--- src/rtl/i2c_pkg.sv ---
// Shared types and constants for the I2C register-port responder.
package i2c_pkg;

    typedef enum logic [3:0] {
        ST_IDLE,
        ST_ADDR,
        ST_ACK_ADDR,
        ST_PTR,
        ST_ACK_PTR,
        ST_WDATA,
        ST_ACK_W,
        ST_RDATA,
        ST_MACK,
        ST_IGNORE
    } state_e;

    localparam logic ACK     = 1'b0;
    localparam logic NACK    = 1'b1;
    localparam logic RW_READ = 1'b1;

    localparam logic [3:0] BYTE_BITS = 4'd8;

    // Upper seven bits of the first byte after START are the target address.
    function automatic logic addr_match(input logic [7:0] addr_byte, input logic [6:0] dev_addr);
        return addr_byte[7:1] == dev_addr;
    endfunction

endpackage

--- src/rtl/i2c_line_filter.sv ---
// Two-flop synchronizer plus stable-sample filter for one asynchronous I2C line.
module i2c_line_filter #(
    parameter int unsigned FILTER_LEN = 3
) (
    input  logic clk,
    input  logic rst,
    input  logic din,
    output logic level,
    output logic rise,
    output logic fall
);

    localparam logic [3:0] CNT_MAX = 4'(FILTER_LEN - 1);

    logic       sync1_q, sync2_q;
    logic       level_q, rise_q, fall_q;
    logic [3:0] cnt_q;

    // NOTE: clocked state uses non-blocking assignments so every flop samples
    // the pre-edge value of its neighbours; blocking here would collapse the
    // synchronizer chain into a single flop.
    always_ff @(posedge clk) begin
        if (rst) begin
            sync1_q <= 1'b1;
            sync2_q <= 1'b1;
            level_q <= 1'b1;
            rise_q  <= 1'b0;
            fall_q  <= 1'b0;
            cnt_q   <= '0;
        end else begin
            sync1_q <= din;
            sync2_q <= sync1_q;
            rise_q  <= 1'b0;
            fall_q  <= 1'b0;
            if (sync2_q == level_q) begin
                cnt_q <= '0;
            end else if (cnt_q == CNT_MAX) begin
                level_q <= sync2_q;
                rise_q  <= sync2_q;
                fall_q  <= ~sync2_q;
                cnt_q   <= '0;
            end else begin
                cnt_q <= cnt_q + 4'd1;
            end
        end
    end

    assign level = level_q;
    assign rise  = rise_q;
    assign fall  = fall_q;

endmodule

--- src/rtl/i2c_target.sv ---
// I2C responder exposing an auto-incrementing 8-bit register pointer and a
// byte-wide register port; samples scl/sda on clk and never stretches the clock.
module i2c_target
    import i2c_pkg::*;
#(
    parameter logic [6:0]  DEV_ADDR   = 7'h5C,
    parameter int unsigned FILTER_LEN = 3
) (
    input  logic       clk,
    input  logic       rst,
    input  logic       scl,
    input  logic       sda_in,
    output logic       sda_oe,
    output logic [7:0] reg_addr,
    output logic [7:0] reg_wdata,
    output logic       reg_we,
    output logic       reg_re,
    input  logic [7:0] reg_rdata,
    output logic       busy
);

    logic scl_lvl, scl_rise, scl_fall;
    logic sda_lvl, sda_rise, sda_fall;

    i2c_line_filter #(.FILTER_LEN(FILTER_LEN)) u_scl_filter (
        .clk   (clk),
        .rst   (rst),
        .din   (scl),
        .level (scl_lvl),
        .rise  (scl_rise),
        .fall  (scl_fall)
    );

    i2c_line_filter #(.FILTER_LEN(FILTER_LEN)) u_sda_filter (
        .clk   (clk),
        .rst   (rst),
        .din   (sda_in),
        .level (sda_lvl),
        .rise  (sda_rise),
        .fall  (sda_fall)
    );

    logic start_det, stop_det;
    assign start_det = sda_fall & scl_lvl;
    assign stop_det  = sda_rise & scl_lvl;

    state_e     state_q, state_d;
    logic [3:0] bit_cnt_q, bit_cnt_d;
    logic [7:0] shift_q, shift_d;
    logic [7:0] tx_q, tx_d;
    logic       ack_q, ack_d;
    logic       sda_oe_q, sda_oe_d;
    logic [7:0] reg_addr_q, reg_addr_d;
    logic [7:0] reg_wdata_q, reg_wdata_d;
    logic       reg_we_q, reg_we_d;
    logic       reg_re_q, reg_re_d;
    logic       busy_q, busy_d;

    logic [7:0] shift_in;
    assign shift_in = {shift_q[6:0], sda_lvl};

    always_comb begin
        // NOTE: every next-state signal gets a default before any branch so no
        // path leaves one unassigned, which would otherwise infer a latch.
        state_d     = state_q;
        bit_cnt_d   = bit_cnt_q;
        shift_d     = shift_q;
        tx_d        = tx_q;
        ack_d       = ack_q;
        sda_oe_d    = sda_oe_q;
        reg_addr_d  = reg_addr_q;
        reg_wdata_d = reg_wdata_q;
        reg_we_d    = 1'b0;
        reg_re_d    = 1'b0;
        busy_d      = busy_q;

        if (stop_det) begin
            state_d   = ST_IDLE;
            bit_cnt_d = '0;
            sda_oe_d  = 1'b0;
            busy_d    = 1'b0;
        end else if (start_det) begin
            state_d   = ST_ADDR;
            bit_cnt_d = '0;
            sda_oe_d  = 1'b0;
        end else begin
            case (state_q)
                ST_ADDR, ST_PTR, ST_WDATA: begin
                    if (scl_rise && bit_cnt_q != BYTE_BITS) begin
                        shift_d   = shift_in;
                        bit_cnt_d = bit_cnt_q + 4'd1;
                    end else if (scl_fall && bit_cnt_q == BYTE_BITS) begin
                        // Byte is committed only at the falling edge, so a
                        // START/STOP inside the 8th SCL-high phase drops it.
                        bit_cnt_d = '0;
                        if (state_q == ST_ADDR) begin
                            if (addr_match(shift_q, DEV_ADDR)) begin
                                state_d  = ST_ACK_ADDR;
                                sda_oe_d = 1'b1;
                                busy_d   = 1'b1;
                            end else begin
                                state_d  = ST_IGNORE;
                                sda_oe_d = 1'b0;
                            end
                        end else if (state_q == ST_PTR) begin
                            reg_addr_d = shift_q;
                            state_d    = ST_ACK_PTR;
                            sda_oe_d   = 1'b1;
                        end else begin
                            reg_wdata_d = shift_q;
                            reg_we_d    = 1'b1;
                            state_d     = ST_ACK_W;
                            sda_oe_d    = 1'b1;
                        end
                    end
                end

                ST_ACK_ADDR: begin
                    if (scl_fall) begin
                        sda_oe_d = 1'b0;
                        if (shift_q[0] == RW_READ) begin
                            reg_re_d = 1'b1;
                            state_d  = ST_RDATA;
                        end else begin
                            state_d = ST_PTR;
                        end
                    end
                end

                ST_ACK_PTR: begin
                    if (scl_fall) begin
                        sda_oe_d = 1'b0;
                        state_d  = ST_WDATA;
                    end
                end

                ST_ACK_W: begin
                    if (scl_fall) begin
                        sda_oe_d   = 1'b0;
                        reg_addr_d = reg_addr_q + 8'd1;
                        state_d    = ST_WDATA;
                    end
                end

                ST_RDATA: begin
                    // Read data arrives one clk after the request; its MSB goes
                    // straight onto the line while SCL is still low.
                    if (reg_re_q) begin
                        tx_d     = reg_rdata;
                        sda_oe_d = ~reg_rdata[7];
                    end
                    if (scl_rise) begin
                        bit_cnt_d = bit_cnt_q + 4'd1;
                    end else if (scl_fall) begin
                        if (bit_cnt_q == BYTE_BITS) begin
                            bit_cnt_d = '0;
                            sda_oe_d  = 1'b0;
                            state_d   = ST_MACK;
                        end else begin
                            tx_d     = {tx_q[6:0], 1'b0};
                            sda_oe_d = ~tx_q[6];
                        end
                    end
                end

                ST_MACK: begin
                    if (scl_rise) begin
                        ack_d      = sda_lvl;
                        reg_addr_d = reg_addr_q + 8'd1;
                    end else if (scl_fall) begin
                        if (ack_q == ACK) begin
                            reg_re_d = 1'b1;
                            state_d  = ST_RDATA;
                        end else begin
                            state_d = ST_IGNORE;
                        end
                    end
                end

                ST_IDLE, ST_IGNORE: begin
                    sda_oe_d = 1'b0;
                end

                default: begin
                    state_d  = ST_IDLE;
                    sda_oe_d = 1'b0;
                end
            endcase
        end
    end

    always_ff @(posedge clk) begin
        if (rst) begin
            state_q     <= ST_IDLE;
            bit_cnt_q   <= '0;
            shift_q     <= '0;
            tx_q        <= '0;
            ack_q       <= NACK;
            sda_oe_q    <= 1'b0;
            reg_addr_q  <= '0;
            reg_wdata_q <= '0;
            reg_we_q    <= 1'b0;
            reg_re_q    <= 1'b0;
            busy_q      <= 1'b0;
        end else begin
            state_q     <= state_d;
            bit_cnt_q   <= bit_cnt_d;
            shift_q     <= shift_d;
            tx_q        <= tx_d;
            ack_q       <= ack_d;
            sda_oe_q    <= sda_oe_d;
            reg_addr_q  <= reg_addr_d;
            reg_wdata_q <= reg_wdata_d;
            reg_we_q    <= reg_we_d;
            reg_re_q    <= reg_re_d;
            busy_q      <= busy_d;
        end
    end

    assign sda_oe    = sda_oe_q;
    assign reg_addr  = reg_addr_q;
    assign reg_wdata = reg_wdata_q;
    assign reg_we    = reg_we_q;
    assign reg_re    = reg_re_q;
    assign busy      = busy_q;

endmodule

--- config.mk ---
export PLATFORM = sky130hd
export DESIGN_NAME = i2c_target
export DESIGN_NICKNAME = d
export VERILOG_FILES = /design/src/rtl/i2c_pkg.sv /design/src/rtl/i2c_line_filter.sv /design/src/rtl/i2c_target.sv
export SDC_FILE = /design/constraint.sdc
export NUM_CORES = 1
export LEC_CHECK = 0
export BUFFER_PORTS_ARGS = -buffer_cell sky130_fd_sc_hd__buf_4
export CORE_ASPECT_RATIO = 1.4
export CORE_MARGIN = 4
export CORE_UTILIZATION = 42
export CTS_BUF_LIST = sky130_fd_sc_hd__clkbuf_2
export CTS_CLUSTER_DIAMETER = 150
export CTS_CLUSTER_SIZE = 24
export DETAILED_ROUTE_END_ITERATION = 8
export PLACE_DENSITY = 0.68
export SYNTH_ARGS = -nofsm -noshare
export SYNTH_HDL_FRONTEND = slang
export SYNTH_SLANG_ARGS = --single-unit
--- constraint.sdc ---
create_clock -name clk -period 4.15 [get_ports clk]
set_input_delay 0.6225 -clock clk [delete_from_list [all_inputs] [get_ports clk]]
set_output_delay 0.6225 -clock clk [all_outputs]
set_load 0.01 [all_outputs]
* Yosys cells after proc, flatten, opt, wreduce, memory -nomap -nowiden
Index checks and enable logic that the tools add are counted.
Word-level totals: register bits after elaboration 63, latch bits 0, memory bits (writable) 0, ROM bits 0, input bits 12, output and inout bits 20, logic and storage cells 168, memories kept 0
Operators by class: add/subtract/negate cells 4, multiply operators 0, divide/modulo/power cells 0, $lt $le $gt $ge 0, eq/ne operators 43, shift-type cells 0, multiplexer cells 50, bitwise logic cells 19, reduce and logical (&&, ||, !) cells 28
Operator list (count):
- $mux W8 | 10
- $mux W4 | 17
- $pmux W4 S6 | 1
- $pmux W8 S3 | 1
- $reduce_or A3 Y1 | 7
- $reduce_and A10 Y1 | 2
- $ne A3 B3 Y1 const B | 6
- $not A1 Y1 | 17
- $eq A4 B2 Y1 const B | 4
- $eq A4 B3 Y1 const B | 4
- $mux W1 | 16
- $ne A2 B2 Y1 const B | 8
- $reduce_and A4 Y1 | 4
- $ne A2 B1 Y1 const B | 7
- $add A4 B1 Y4 const B | 3
- $eq A4 B4 Y1 const B | 3
- $ne A3 B2 Y1 const B | 4
- $reduce_and A9 Y1 | 1
- $add A8 B1 Y8 const B | 1
- $pmux W4 S2 | 1
- $eq A7 B7 Y1 const B | 1
- $reduce_and A7 Y1 | 1
- $reduce_or A7 Y1 | 1
- $ne A3 B1 Y1 const B | 2
- other kinds (16) | 22

* Logic depth before layout (Yosys ltp)
Gate-level depths: netlist (run 1).
depth in word-level cells 7, mapped depth 8, gate-level depth less buffers 7

* Modules after synthesis
Synthesis (run 1) repeated with hierarchy kept, for this count alone.
Second synthesis, totals: cell total of the unflattened synthesis 340, area total of the unflattened synthesis 3007.9 sq um
By module, submodules not included:
- i2c_target | instances 1, cells each 280, area each 2362.3 sq um, seq. area each 880.8 sq um
- i2c_line_filter | instances 2, cells each 30, area each 322.8 sq um, seq. area each 180.2 sq um

* Worst setup path after synthesis (run 1)
OpenSTA, ideal clock, no wires.
path type reg-to-reg, start register state_q[1], end register reg_addr_q[1], in the netlist reg_addr[1], library setup time 0.129 ns, arrival 1.744 ns, required time 4.021 ns, setup slack 2.277 ns, cell stages (with the launch flop) 9, path buffers 3, period minus slack after synthesis 1.873 ns, path through dfxtp_1 buf_6 or4b_4 buf_6 o221ai_2 a211o_4 buf_12 mux2i_1 nor2_1
On the way: cells in the longest elaborated chain, start to end 4, elaborated cells on any way between the ends 15, classes of those cells 11 x eq/ne; 1 x mux; 3 x reduce/logical
RTL lines:
- start, declared | RTL line i2c_target.sv:47 | state_e state_q, state_d;
- start signal, assigned | RTL line i2c_target.sv:206 | state_q <= state_d;
- $eq A4 B1 Y1, or another cell as far along | RTL line i2c_target.sv:87, i2c_target.sv:96
- $reduce_or A3 Y1 | RTL line i2c_target.sv:87 | case (state_q)
- $ne A2 B2 Y1 (no source line) or $reduce_bool A3 Y1 (tied branches)
- $reduce_and A9 Y1 (no source line)
- end signal, assigned | RTL line i2c_target.sv:212 | reg_addr_q <= reg_addr_d;
- end, declared | RTL line i2c_target.sv:53 | logic [7:0] reg_addr_q, reg_addr_d;
Parallel ways exist; a longest one is shown, timed or not. A chain may end at the register's enable or synchronous reset.

* Final worst setup path (run 1)
start register state_q[0], end register reg_addr_q[0], in the netlist reg_addr[0]
The elaborated chain is that of the path after synthesis.

==> results_tabular.tex, run 1 <==
\begin{tabular}{lr}
\hline
Metric & Value \\
\hline
\multicolumn{2}{l}{\textbf{Floorplan}} \\
\quad Count of boundary I/O pins & 32 \\
\quad Die outline height & 109 um \\
\quad Core region area & 7030 um2 \\
\quad Floorplan row count & 36 \\
\quad Horizontal die dimension & 79.9 um \\
\quad Full die area & 8680 um2 \\
\quad Starting density of the core & 43.3\% \\
\multicolumn{2}{l}{\textbf{Power}} \\
\quad Highest ir drop seen on vdd & 0.000170 V \\
\quad Post-layout total power & 979 uW \\
\quad Power per Cell Area & 288 nW/um2 \\
\quad Reported leakage power & 0.00123 uW \\
\multicolumn{2}{l}{\textbf{Route}} \\
\quad Routed Wire Length & 6.58 mm \\
\quad Vias & 2542 \\
\quad Per-cell routed wire length & 14.0 um \\
\quad First DRT Iteration DRCs & 336 \\
\quad DRT antenna net count & 0 \\
\quad Average via count per standard cell & 5.41 \\
\quad Final routed DRC violation total & 0 \\
\quad First-pass detailed-route iteration total & 5 \\
\multicolumn{2}{l}{\textbf{Synth}} \\
\quad Most used flip-flop cell after synthesis & dfxtp\_1 \\
\quad Leading cell types by count after synthesis & dfxtp\_1 (62), nor2\_1 (49), nand2\_1 (37) \\
\quad Nets in the synthesized netlist & 363 \\
\quad Most repeated cell in the gate-level netlist after synthesis & dfxtp\_1 \\
\quad Async set-or-reset flop fraction in the synthesized netlist & 0\% \\
\quad Post-synth top area share & 40.8\% \\
\quad Share of the yosys chip area belonging to registers & 40.8\% \\
\quad Synthesized instance count & 344 \\
\quad Ranking of synthesized cells by area & dfxtp\_1 (41\%), mux2i\_1 (6.3\%), nor2\_1 (6.0\%) \\
\quad Number of flops mapped to enable cells by yosys & 0 \\
\quad Post-synthesis cell area & 3040 um2 \\
\quad Count of different cell masters after synthesis & 59 \\
\quad Post-synthesis cell type with the largest combined area & dfxtp\_1 \\
\quad Yosys warnings & 0 \\
\quad Flop and latch count out of synthesis & 62 \\
\quad Post-synthesis area per instance & 8.84 um2 \\
\multicolumn{2}{l}{\textbf{Timing}} \\
\quad Slew Limit Fails & 0 \\
\quad Final setup fails & 0 \\
\quad Hold violation count in the final report & 0 \\
\quad Setup TNS & 0 ns \\
\quad Share of the clock period used by the worst path & 57.8\% \\
\quad Slew @ Worst Pin & 0.681 ns \\
\quad Final worst clock skew & 0.0182 ns \\
\quad Setup repair after global routing missed its margin & no \\
\quad Max transition margin & 54.6\% \\
\quad Maximum clock frequency & 0.417 GHz \\
\quad Final critical delay including setup and external delays & 2.40 ns \\
\multicolumn{2}{l}{\textbf{Run status}} \\
\quad Outcome & finished clean \\
\multicolumn{2}{l}{\textbf{Worst hold path}} \\
\quad Type of the tightest min-delay check & in -> reg \\
\multicolumn{2}{l}{\textbf{Layout}} \\
\quad Number of diodes added for antenna fixing & 0 \\
\quad Post-route standard cell area excluding fillers & 3400 um2 \\
\quad Area of combinational cells with multiple inputs & 1670 um2 \\
\quad Ratio of cells with drive above 1 in the final layout & 18.7\% \\
\quad Net count of the finished layout & 389 \\
\quad Synthesis-to-layout area growth & 11.9\% \\
\quad Fillers & 709 \\
\quad Sequential cell area & 1240 um2 \\
\multicolumn{2}{l}{\textbf{Clock network}} \\
\quad Post-CTS Hold Fix Bufs & 0 \\
\quad Setup Buffers After CTS & 0 \\
\quad Inserted Clock Buffers & 9 \\
\quad CTS root buffer & clkbuf\_2 \\
\quad CTS H-Tree Depth & 3 \\
\quad Number of instances resized during post-cts repair & 0 \\
\quad Deepest clock path buffer count & 2 \\
\quad Clock network latency to the later pin of the worst-skew pair & 0.50 ns \\
\quad TritonCTS clock tree & yes \\
\quad Total number of clock tree sinks & 62 \\
\quad Register clock-pin slew on the reported worst setup and hold paths & 0.17 ns \\
\multicolumn{2}{l}{\textbf{Setup path}} \\
\quad Slowest cell on crit path & dfxtp\_1 \\
\quad CP max stage delay & 0.68 ns \\
\quad Critical-path cell list & nor2b\_1 > nand3\_1 > a211o\_4 > or3b\_1 > a21oi\_1 \\
\quad Kind of start point of the critical path & register \\
\quad Arrival time of the worst setup path & 2.84 ns \\
\quad Data required, critical path & 4.60 ns \\
\quad Endpoint type of the worst setup path & register \\
\quad Highest net fanout along the worst path & 15 \\
\quad Crit path kind & reg -> reg \\
\multicolumn{2}{l}{\textbf{GRT}} \\
\quad Number of antenna violations at the first check in global routing & 0 \\
\quad Via count of the first global-routing pass & 2351 \\
\quad Largest net degree at the start of global routing & 49 \\
\quad GR Overflow Total & 0 \\
\quad Overall track demand over capacity in global routing & 16.6\% \\
\quad First-pass GRT wire length & 11.2 mm \\
\multicolumn{2}{l}{\textbf{Placed design}} \\
\quad Number of port buffers & 31 \\
\quad Cell area after placement & 3300 um2 \\
\quad DP HPWL & 4.71 mm \\
\quad Final estimated routing congestion in global placement & 0.939 \\
\multicolumn{2}{l}{\textbf{Job}} \\
\quad \# Max-Cap Violations & 0 \\
\hline
\end{tabular}
==> path summary, 6_finish.rpt <==
check                               to  slack [ns]                 start  cells after the start
setup / recovery           reg_addr[0]        1.75            state_q[0]                      5
hold reg to reg   u_sda_filter.sync2_q        0.43  u_sda_filter.sync1_q                      1
hold / removal    u_scl_filter.sync1_q        0.29                   scl                      2
setup reg to reg           reg_addr[0]        1.75            state_q[0]                      5
==> power breakdown <==
group          internal, uW  switching (uW)
registers               598            1.78
clock network           139             217
logic                  10.4            12.1
==> registers in the layout (all words and copies together), names as in the netlist <==
register	cells
shift_q	8
u_scl_filter.level	1
u_scl_filter.sync2_q	1
tx_q	7
state_q	4
u_scl_filter.rise	1
u_scl_filter.sync1_q	1
reg_re	1
busy	1
u_sda_filter.fall	1
reg_we	1
u_sda_filter.rise	1
u_scl_filter.fall	1
u_sda_filter.sync2_q	1
ack_q	1
reg_addr	8
u_sda_filter.cnt_q	4
reg_wdata	8
u_scl_filter.cnt_q	4
bit_cnt_q	4
sda_oe	1
u_sda_filter.level	1
u_sda_filter.sync1_q	1
==> cell families (layout without fill, tap and decap cells) <==
| logic type | Yosys count | count (layout) | synth area share (%) |
|---|---|---|---|
| AND/OR/NAND/NOR | 153 | 153 | 26.2 |
| AO/OA/AOI/OAI | 69 | 69 | 16.7 |
| flip-flops | 62 | 62 | 40.8 |
| buffers and inverters | 24 | 55 | 4.16 |
| multiplexers | 20 | 20 | 6.63 |
| XOR/XNOR | 9 | 9 | 2.59 |
| adder cells (fa/ha/maj) | 7 | 7 | 2.88 |
==> per-stage QoR <==
| step | utilization [%] | hold WS, ns | instances | setup WS, ns |
|---|---|---|---|---|
| 4_1_cts | 48.4 | 0.217 | 470 | 1.77 |
| 3_3_place_gp | 46.9 | 0.393 | 454 | 1.86 |
| 3_5_place_dp | 46.9 | 0.399 | 454 | 1.81 |
| 2_1_floorplan | - | 0.389 | 344 | 2.28 |
| 5_1_grt | 48.4 | 0.237 | 470 | 1.58 |
| 6_report | 48.4 | 0.289 | 470 | 1.75 |
==> final cells by class <==
class,instances,area share [%]
sequential,62,36.5
clock buffer,11,1.62
timing repair buffer,31,6.84
clock inverter,5,1.47
tap,95,3.50
multi-input combinational,258,49.2
inverter,8,0.883
==> cell usage in the layout, fill, tap and decap left out, types with 8 or more instances in the layout <==
cell       n
nand3_1   14
mux2i_1   19
nor2_1    49
buf_4     31
clkbuf_2  11
a21o_1    12
dfxtp_1   62
nand2_1   37
a21oi_1   16
nand3b_1   8
==> routing by layer <==
metal	GRT usage, %	routed length (um)
met5	0	0
met2	27.1	3310
met1	19.3	2770
met4	9.90	180
met3	4.21	313
==> critical path: cells and delay by family (launching register included) <==
family	cells	cell delay (ns)
AND/OR/NAND/NOR	3	1.06
AO/OA/AOI/OAI	2	0.60
flip-flops	1	0.68
Power figures use the tool's default switching activity.
==> run 2, diff against run 1 <==
--- a/config.mk
+++ b/config.mk
@@ -5,6 +5,7 @@
 export SDC_FILE = /design/constraint.sdc
 export NUM_CORES = 1
 export LEC_CHECK = 0
+export ABC_AREA = 1
 export BUFFER_PORTS_ARGS = -buffer_cell sky130_fd_sc_hd__buf_4
 export CORE_ASPECT_RATIO = 1.4
 export CORE_MARGIN = 4
==> constraint.sdc (replaced) <==
create_clock -name clk -period 2.31 [get_ports clk]
set_input_delay 0.3465 -clock clk [delete_from_list [all_inputs] [get_ports clk]]
set_output_delay 0.3465 -clock clk [all_outputs]
set_load 0.01 [all_outputs]
==> run 2 against run 1 <==
  * Sequential share of layout area is 0.40 points lower
  * Synthesized cell count is 21% higher
  * Design area is 1.1% higher
  * Combinational power grew to 49 times the previous value
  * Wire length is 0.15% lower
  * Die area is 1.2% lower
  * Cell count is 17% higher
  * Non-clock buffer count is 4 higher
  * Worst setup slack worse by 1.3 ns
  * Flip-flop and latch count stayed put
  * Critical endpoint is now shift_q[7]
==> results_tabular.tex, run 2 <==
\begin{tabular}{lr}
\hline
Metric & Value \\
\hline
\multicolumn{2}{l}{\textbf{Route}} \\
\quad Average via count per standard cell & 4.97 (was 5.41) \\
\quad Vias & 2735 (was 2542) \\
\quad First DRT Iteration DRCs & 135 (was 336) \\
\quad Final routed DRC violation total & 0 (unchanged) \\
\quad First-pass detailed-route iteration total & 5 (unchanged) \\
\quad Routed Wire Length & 6.57 mm (was 6.58 mm) \\
\quad DRT antenna net count & 0 (unchanged) \\
\quad Per-cell routed wire length & 11.9 um (was 14.0 um) \\
\multicolumn{2}{l}{\textbf{Floorplan}} \\
\quad Starting density of the core & 43.0\% (was 43.3\%) \\
\quad Die outline height & 108 um (was 109 um) \\
\quad Horizontal die dimension & 79.4 um (was 79.9 um) \\
\quad Count of boundary I/O pins & 32 (unchanged) \\
\quad Floorplan row count & 36 (unchanged) \\
\quad Core region area & 6980 um2 (was 7030 um2) \\
\quad Full die area & 8580 um2 (was 8680 um2) \\
\multicolumn{2}{l}{\textbf{Synth}} \\
\quad Post-synthesis cell type with the largest combined area & dfxtp\_1 (unchanged) \\
\quad Most used flip-flop cell after synthesis & dfxtp\_1 (unchanged) \\
\quad Most repeated cell in the gate-level netlist after synthesis & nand2\_1 (was dfxtp\_1) \\
\quad Ranking of synthesized cells by area & dfxtp\_1 (41\%), nand2\_1 (9.3\%), nor2\_1 (8.5\%) (was dfxtp\_1 (41\%), mux2i\_1 (6.3\%), nor2\_1 (6.0\%)) \\
\quad Synthesized instance count & 416 (was 344) \\
\quad Share of the yosys chip area belonging to registers & 41.4\% (was 40.8\%) \\
\quad Yosys warnings & 0 (unchanged) \\
\quad Async set-or-reset flop fraction in the synthesized netlist & 0\% (unchanged) \\
\quad Post-synth top area share & 41.4\% (was 40.8\%) \\
\quad Leading cell types by count after synthesis & nand2\_1 (74), nor2\_1 (68), dfxtp\_1 (62) (was dfxtp\_1 (62), nor2\_1 (49), nand2\_1 (37)) \\
\quad Flop and latch count out of synthesis & 62 (unchanged) \\
\quad Number of flops mapped to enable cells by yosys & 0 (unchanged) \\
\quad Post-synthesis area per instance & 7.22 um2 (was 8.84 um2) \\
\quad Nets in the synthesized netlist & 435 (was 363) \\
\quad Count of different cell masters after synthesis & 34 (was 59) \\
\quad Post-synthesis cell area & 3000 um2 (was 3040 um2) \\
\multicolumn{2}{l}{\textbf{Power}} \\
\quad Reported leakage power & 0.00146 uW (was 0.00123 uW) \\
\quad Power per Cell Area & 907 nW/um2 (was 288 nW/um2) \\
\quad Post-layout total power & 3120 uW (was 979 uW) \\
\quad Highest ir drop seen on vdd & 0.000503 V (was 0.000170 V) \\
\multicolumn{2}{l}{\textbf{Timing}} \\
\quad Setup TNS & 0 ns (unchanged) \\
\quad Final critical delay including setup and external delays & 1.86 ns (was 2.40 ns) \\
\quad Setup repair after global routing missed its margin & no (unchanged) \\
\quad Final worst clock skew & 0.0287 ns (was 0.0182 ns) \\
\quad Maximum clock frequency & 0.538 GHz (was 0.417 GHz) \\
\quad Hold violation count in the final report & 0 (unchanged) \\
\quad Share of the clock period used by the worst path & 80.5\% (was 57.8\%) \\
\quad Final setup fails & 0 (unchanged) \\
\quad Max transition margin & 63.3\% (was 54.6\%) \\
\quad Slew @ Worst Pin & 0.548 ns (was 0.681 ns) \\
\quad Slew Limit Fails & 0 (unchanged) \\
\multicolumn{2}{l}{\textbf{GRT}} \\
\quad First-pass GRT wire length & 11.4 mm (was 11.2 mm) \\
\quad Overall track demand over capacity in global routing & 16.7\% (was 16.6\%) \\
\quad Largest net degree at the start of global routing & 24 (was 49) \\
\quad Number of antenna violations at the first check in global routing & 0 (unchanged) \\
\quad GR Overflow Total & 0 (unchanged) \\
\quad Via count of the first global-routing pass & 2676 (was 2351) \\
\multicolumn{2}{l}{\textbf{Clock network}} \\
\quad Inserted Clock Buffers & 9 (unchanged) \\
\quad Setup Buffers After CTS & 0 (unchanged) \\
\quad CTS H-Tree Depth & 3 (unchanged) \\
\quad Clock network latency to the later pin of the worst-skew pair & 0.50 ns (about the same) \\
\quad Total number of clock tree sinks & 62 (unchanged) \\
\quad CTS root buffer & clkbuf\_2 (unchanged) \\
\quad Register clock-pin slew on the reported worst setup and hold paths & 0.20 ns (was 0.17 ns) \\
\quad Deepest clock path buffer count & 2 (unchanged) \\
\quad TritonCTS clock tree & yes (unchanged) \\
\multicolumn{2}{l}{\textbf{Placed design}} \\
\quad DP HPWL & 5.03 mm (was 4.71 mm) \\
\quad Number of port buffers & 31 (unchanged) \\
\quad Final estimated routing congestion in global placement & 1.07 (was 0.939) \\
\multicolumn{2}{l}{\textbf{Layout}} \\
\quad Net count of the finished layout & 469 (was 389) \\
\quad Ratio of cells with drive above 1 in the final layout & 17.4\% (was 18.7\%) \\
\quad Leading cell type in the layout, fill and taps excluded & nand2\_1 (was dfxtp\_1) \\
\quad Commonest cells after routing, fill and taps aside & nand2\_1 (74), nor2\_1 (68), dfxtp\_1 (62) (was dfxtp\_1 (62), nor2\_1 (49), nand2\_1 (37)) \\
\quad Synthesis-to-layout area growth & 14.5\% (was 11.9\%) \\
\quad Number of diodes added for antenna fixing & 0 (unchanged) \\
\multicolumn{2}{l}{\textbf{Job}} \\
\quad \# Max-Cap Violations & 0 (unchanged) \\
\multicolumn{2}{l}{\textbf{Setup path}} \\
\quad Highest net fanout along the worst path & 16 (was 15) \\
\quad Data required, critical path & 2.72 ns (was 4.60 ns) \\
\quad Flop-to-flop setup slack & 0.45 ns (was 1.75 ns) \\
\quad Arrival time of the worst setup path & 2.26 ns (was 2.84 ns) \\
\quad Crit path kind & reg -> reg (unchanged) \\
\quad Kind of start point of the critical path & register (unchanged) \\
\quad Endpoint type of the worst setup path & register (unchanged) \\
\multicolumn{2}{l}{\textbf{Worst hold path}} \\
\quad Type of the tightest min-delay check & in -> reg (unchanged) \\
\multicolumn{2}{l}{\textbf{Run status}} \\
\quad Outcome & finished clean (unchanged) \\
\hline
\end{tabular}
## run 2: changes by cell type after synthesis, moves of 6 or more
cell and delta:
o21ai_0 +29, nand2_2 +6, mux2i_1 -19, nand2_1 +37, inv_1 +29, a21oi_2 -6, nand3_1 +9, nand3b_1 -8
inv_2 +7, a21oi_1 +13, nand4_1 +8, nor2_1 +19, a21o_1 -12
## run 2: cell type report
type	instances	area, um2
flip-flops and latches	62	1240
repair buffers	35	268
fillers	718	3540
well taps	95	119
clock inverters	7	80.1
inverters	44	165
clock buffers	9	45.0
multi-input cells	298	1520
## run 2: report_power, final
part           leakage, uW  internal (uW)  switching [uW]
Sequential        0.000502           1180             134
Clock            0.0000695            262             439
Combinational     0.000890            400             700
## run 2: worst paths after layout
check                             from                   end  cells after the start
setup / recovery            state_q[0]            shift_q[7]                      9
hold / removal            reg_rdata[0]               tx_q[0]                      3
setup reg to reg            state_q[0]            shift_q[7]                      9
hold reg to reg   u_sda_filter.sync1_q  u_sda_filter.sync2_q                      1
## run 2: per-stage QoR
step	setup WS, ns	hold WS [ns]	util, %	instance area [um2]	cells
floorplan	0.749	0.389	-	3000	416
global placement	0.545	0.404	47.2	3290	532
detailed placement	0.488	0.405	47.2	3290	532
CTS	0.456	0.0960	49.2	3440	550
global route	0.228	0.0772	49.2	3440	550
finish	0.452	0.137	49.2	3440	550
## run 2: logic make-up after synthesis
logic type | share of synthesized area (%)
DFF | 41.4
AOI/OAI and AO/OA | 14.1
xor gates and xnor gates | 2.92
and+or+nand+nor | 30.7
adders and majority gates | 2.92
buffers and inverters | 8.00
## run 2: critical path: stages (launching register included)
cell and delay (ns):
dfxtp_1 0.53, inv_1 0.13, nor2_1 0.13, nand2_2 0.09, nand2_4 0.11, inv_2 0.05
nor2_1 0.12, nand2_1 0.28, o21ai_0 0.26, a21oi_1 0.05
## run 2: routing by layer
metal	wire [um]	GRT usage, %
met5	0	0
met4	214	9.46
met3	352	4.58
met2	3380	29.7
met1	2630	17.5
## run 2: what timing repair did
action,4_1_cts,5_1_grt
hold endpoints to repair,2,0
setup endpoints to repair,0,0
hold buffers,2,0
gates resized for setup,0,0
==> run 3, diff against run 2 <==
--- a/config.mk
+++ b/config.mk
@@ -14,7 +14,7 @@
 export CTS_CLUSTER_DIAMETER = 150
 export CTS_CLUSTER_SIZE = 24
 export DETAILED_ROUTE_END_ITERATION = 8
-export PLACE_DENSITY = 0.68
+export PLACE_DENSITY = 0.71
 export SYNTH_ARGS = -nofsm -noshare
 export SYNTH_HDL_FRONTEND = slang
 export SYNTH_SLANG_ARGS = --single-unit
==> constraint.sdc (replaced) <==
create_clock -name clk -period 1.55 [get_ports clk]
set_input_delay 0.2325 -clock clk [delete_from_list [all_inputs] [get_ports clk]]
set_output_delay 0.2325 -clock clk [all_outputs]
set_load 0.01 [all_outputs]
==> run 3 against run 2 <==
  * The flow now finishes with violations (hold timing, setup timing)
  * First-iteration DRC count rose by 36%
  * Combinational power up 130%
  * Wire length is 21% higher
  * Critical endpoint is now shift_q[3]
  * Die area unchanged
  * Largest cell class unchanged
  * Count of clock-buffer cells in the layout up 1
  * Register-to-register slack worse by 0.52 ns
  * Fmax is 15% higher
  * Critical path depth rose by 1
  * Via count grew 14%
  * Sequential share of layout area down 5.7 points
  * Critical path type unchanged
==> results_tabular.tex, run 3 (synthesized netlist as in run 2, its figures left out) <==
\begin{tabular}{lr}
\hline
Metric & Value \\
\hline
\multicolumn{2}{l}{\textbf{Run status}} \\
\quad Outcome & complete, but fails checks (was finished clean) \\
\quad Failing checks & hold timing, setup timing \\
\multicolumn{2}{l}{\textbf{Layout}} \\
\quad Ratio of cells with drive above 1 in the final layout & 36.0\% (was 17.4\%) \\
\quad Area of combinational cells with multiple inputs & 1730 um2 (was 1520 um2) \\
\quad Fillers & 637 (was 718) \\
\quad Sequential cell area & 1260 um2 (was 1240 um2) \\
\quad Leading cell type in the layout, fill and taps excluded & buf\_4 (was nand2\_1) \\
\quad Number of diodes added for antenna fixing & 0 (unchanged) \\
\quad Commonest cells after routing, fill and taps aside & buf\_4 (74), nand2\_1 (62), nor2\_1 (55) (was nand2\_1 (74), nor2\_1 (68), dfxtp\_1 (62)) \\
\quad End-of-flow core utilization & 59.3\% (was 49.2\%) \\
\quad Synthesis-to-layout area growth & 37.9\% (was 14.5\%) \\
\quad Net count of the finished layout & 528 (was 469) \\
\multicolumn{2}{l}{\textbf{Route}} \\
\quad Top Metal Used & met4 (unchanged) \\
\quad First-pass detailed-route iteration total & 4 (was 5) \\
\quad Total length of routed met2 wires & 4.27 mm (was 3.38 mm) \\
\quad First DRT Iteration DRCs & 183 (was 135) \\
\quad Per-cell routed wire length & 13.1 um (was 11.9 um) \\
\quad Met1 WL & 3.03 mm (was 2.63 mm) \\
\quad Final routed DRC violation total & 0 (unchanged) \\
\quad DRT antenna net count & 0 (unchanged) \\
\quad Total length of routed met3 wires & 287 um (was 352 um) \\
\quad Vias & 3105 (was 2735) \\
\quad Average via count per standard cell & 5.10 (was 4.97) \\
\quad Routed Wire Length & 7.98 mm (was 6.57 mm) \\
\multicolumn{2}{l}{\textbf{Clock network}} \\
\quad Total number of clock tree sinks & 62 (unchanged) \\
\quad Inserted Clock Buffers & 9 (unchanged) \\
\quad Clock network latency to the later pin of the worst-skew pair & 0.53 ns (was 0.50 ns) \\
\quad Register clock-pin slew on the reported worst setup and hold paths & 0.17 ns (was 0.20 ns) \\
\quad TritonCTS clock tree & yes (unchanged) \\
\quad Deepest clock path buffer count & 2 (unchanged) \\
\quad CTS H-Tree Depth & 3 (unchanged) \\
\quad CTS root buffer & clkbuf\_2 (unchanged) \\
\multicolumn{2}{l}{\textbf{Timing}} \\
\quad Final worst clock skew & 0.0130 ns (was 0.0287 ns) \\
\quad Worst-case hold slack & -0.0130 ns (was 0.137 ns) \\
\quad Maximum clock frequency & 0.619 GHz (was 0.538 GHz) \\
\quad Setup TNS & -0.662 ns (was 0 ns) \\
\quad Slew @ Worst Pin & 0.358 ns (was 0.548 ns) \\
\quad Setup repair after global routing missed its margin & yes (was no) \\
\quad Hold violation count in the final report & 3 (was 0) \\
\quad Final setup fails & 22 (was 0) \\
\quad Setup slack after layout & -0.0643 ns (was 0.452 ns) \\
\quad Final critical delay including setup and external delays & 1.61 ns (was 1.86 ns) \\
\quad Max transition margin & 76.1\% (was 63.3\%) \\
\quad Share of the clock period used by the worst path & 104\% (was 80.5\%) \\
\quad Slew Limit Fails & 0 (unchanged) \\
\multicolumn{2}{l}{\textbf{Setup path}} \\
\quad Crit path kind & reg -> reg (unchanged) \\
\quad Buffering stage count on the worst path with inverters included & 4 (was 2) \\
\quad Data required, critical path & 2.02 ns (was 2.72 ns) \\
\quad Highest net fanout along the worst path & 14 (was 16) \\
\quad Worst path top cell family by delay & simple AND/OR/NAND/NOR gates (unchanged) \\
\quad Arrival time of the worst setup path & 2.08 ns (was 2.26 ns) \\
\quad Slowest cell on crit path & dfxtp\_4 (was dfxtp\_1) \\
\quad Kind of start point of the critical path & register (unchanged) \\
\quad Flop-to-flop setup slack & -0.06 ns (was 0.45 ns) \\
\quad CP max stage delay & 0.42 ns (was 0.53 ns) \\
\quad Endpoint type of the worst setup path & register (unchanged) \\
\quad Critical-path cell list & inv\_2 > nor2\_4 > nand2\_2 > nand2\_4 > inv\_2 > nor2\_2 > nand2\_1 > buf\_4 > buf\_4 > a21oi\_1 (was inv\_1 > nor2\_1 > nand2\_2 > nand2\_4 > inv\_2 > nor2\_1 > nand2\_1 > o21ai\_0 > a21oi\_1) \\
\multicolumn{2}{l}{\textbf{GRT}} \\
\quad Via count of the first global-routing pass & 2858 (was 2676) \\
\quad Number of antenna violations at the first check in global routing & 0 (unchanged) \\
\quad Largest net degree at the start of global routing & 21 (was 24) \\
\quad GR Overflow Total & 0 (unchanged) \\
\quad First-pass GRT wire length & 12.5 mm (was 11.4 mm) \\
\quad Overall track demand over capacity in global routing & 18.3\% (was 16.7\%) \\
\multicolumn{2}{l}{\textbf{Placed design}} \\
\quad Final estimated routing congestion in global placement & 0.879 (was 1.07) \\
\quad Number of port buffers & 31 (unchanged) \\
\quad DP HPWL & 5.53 mm (was 5.03 mm) \\
\multicolumn{2}{l}{\textbf{Floorplan}} \\
\quad Die outline height & 108 um (unchanged) \\
\quad Horizontal die dimension & 79.4 um (unchanged) \\
\quad Count of boundary I/O pins & 32 (unchanged) \\
\quad Starting density of the core & 43.0\% (unchanged) \\
\quad Full die area & 8580 um2 (unchanged) \\
\quad Floorplan row count & 36 (unchanged) \\
\quad Core region area & 6980 um2 (unchanged) \\
\multicolumn{2}{l}{\textbf{Power}} \\
\quad Post-layout total power & 5390 uW (was 3120 uW) \\
\quad Highest ir drop seen on vdd & 0.000490 V (was 0.000503 V) \\
\quad Reported leakage power & 0.00178 uW (was 0.00146 uW) \\
\quad Power per Cell Area & 1300 nW/um2 (was 907 nW/um2) \\
\multicolumn{2}{l}{\textbf{Job}} \\
\quad \# Max-Cap Violations & 0 (unchanged) \\
\multicolumn{2}{l}{\textbf{Worst hold path}} \\
\quad Type of the tightest min-delay check & in -> reg (unchanged) \\
\hline
\end{tabular}
[run 3: final timing paths]
kind / start / to / depth (start not counted)
max reg2reg: state_q[2] / shift_q[3] / 10
min reg2reg: u_scl_filter.sync1_q / u_scl_filter.sync2_q / 1
min: reg_rdata[3] / tx_q[3] / 3
max: state_q[2] / shift_q[3] / 10
[run 3: through the flow]
step | setup slack [ns] | std cells | area (um2) | hold WS [ns]
after global placement | -0.0142 | 574 | 3640 | 0.391
after global routing | -0.172 | 609 | 4140 | 0.00542
after floorplan | 0.0137 | 416 | 3010 | 0.336
after detailed placement | -0.0662 | 574 | 3640 | 0.394
final | -0.0643 | 609 | 4140 | -0.0130
after CTS | -0.00550 | 600 | 3890 | 0.00985
[run 3: routing by layer]
layer / track usage [%] / up-vias
li1: - / 1551
met1: 19.0 / 1441
met2: 33.9 / 81
met3: 2.92 / 32
met4: 11.1 / 0
met5: 0 / -
[run 3: power by group]
part	leakage (uW)	switching [uW]	internal (uW)	total, uW
clock	0.0000577	623	210	833
combinational	0.00122	1430	1150	2570
sequential	0.000506	197	1780	1980
total	0.00178	2250	3140	5390
[run 3: layout make-up]
type | count | share of cell area (%)
inverter | 44 | 4.17
multi-input combinational | 299 | 41.7
clock inverter | 6 | 0.937
timing repair buffer | 93 | 18.7
tap | 95 | 2.87
sequential | 62 | 30.4
clock buffer | 10 | 1.21
[run 3: worst reg2reg max path, delay by kind of cell (launching register included)]
| kind | cells | cell delay [ns] |
|---|---|---|
| simple gates | 5 | 0.53 |
| buf+inv | 4 | 0.45 |
| compound gates | 1 | 0.13 |
| flops | 1 | 0.42 |
[run 3: what timing repair did]
| action | CTS | global route |
|---|---|---|
| pin swaps | 12 | 31 |
| cloned | 1 | 1 |
| buffers inserted | 3 | 9 |
| endpoints found under the setup margin | 38 | 40 |
| hold buffers | 6 | 0 |
| resized for setup | 26 | 61 |
| endpoints found under the hold margin | 5 | 0 |
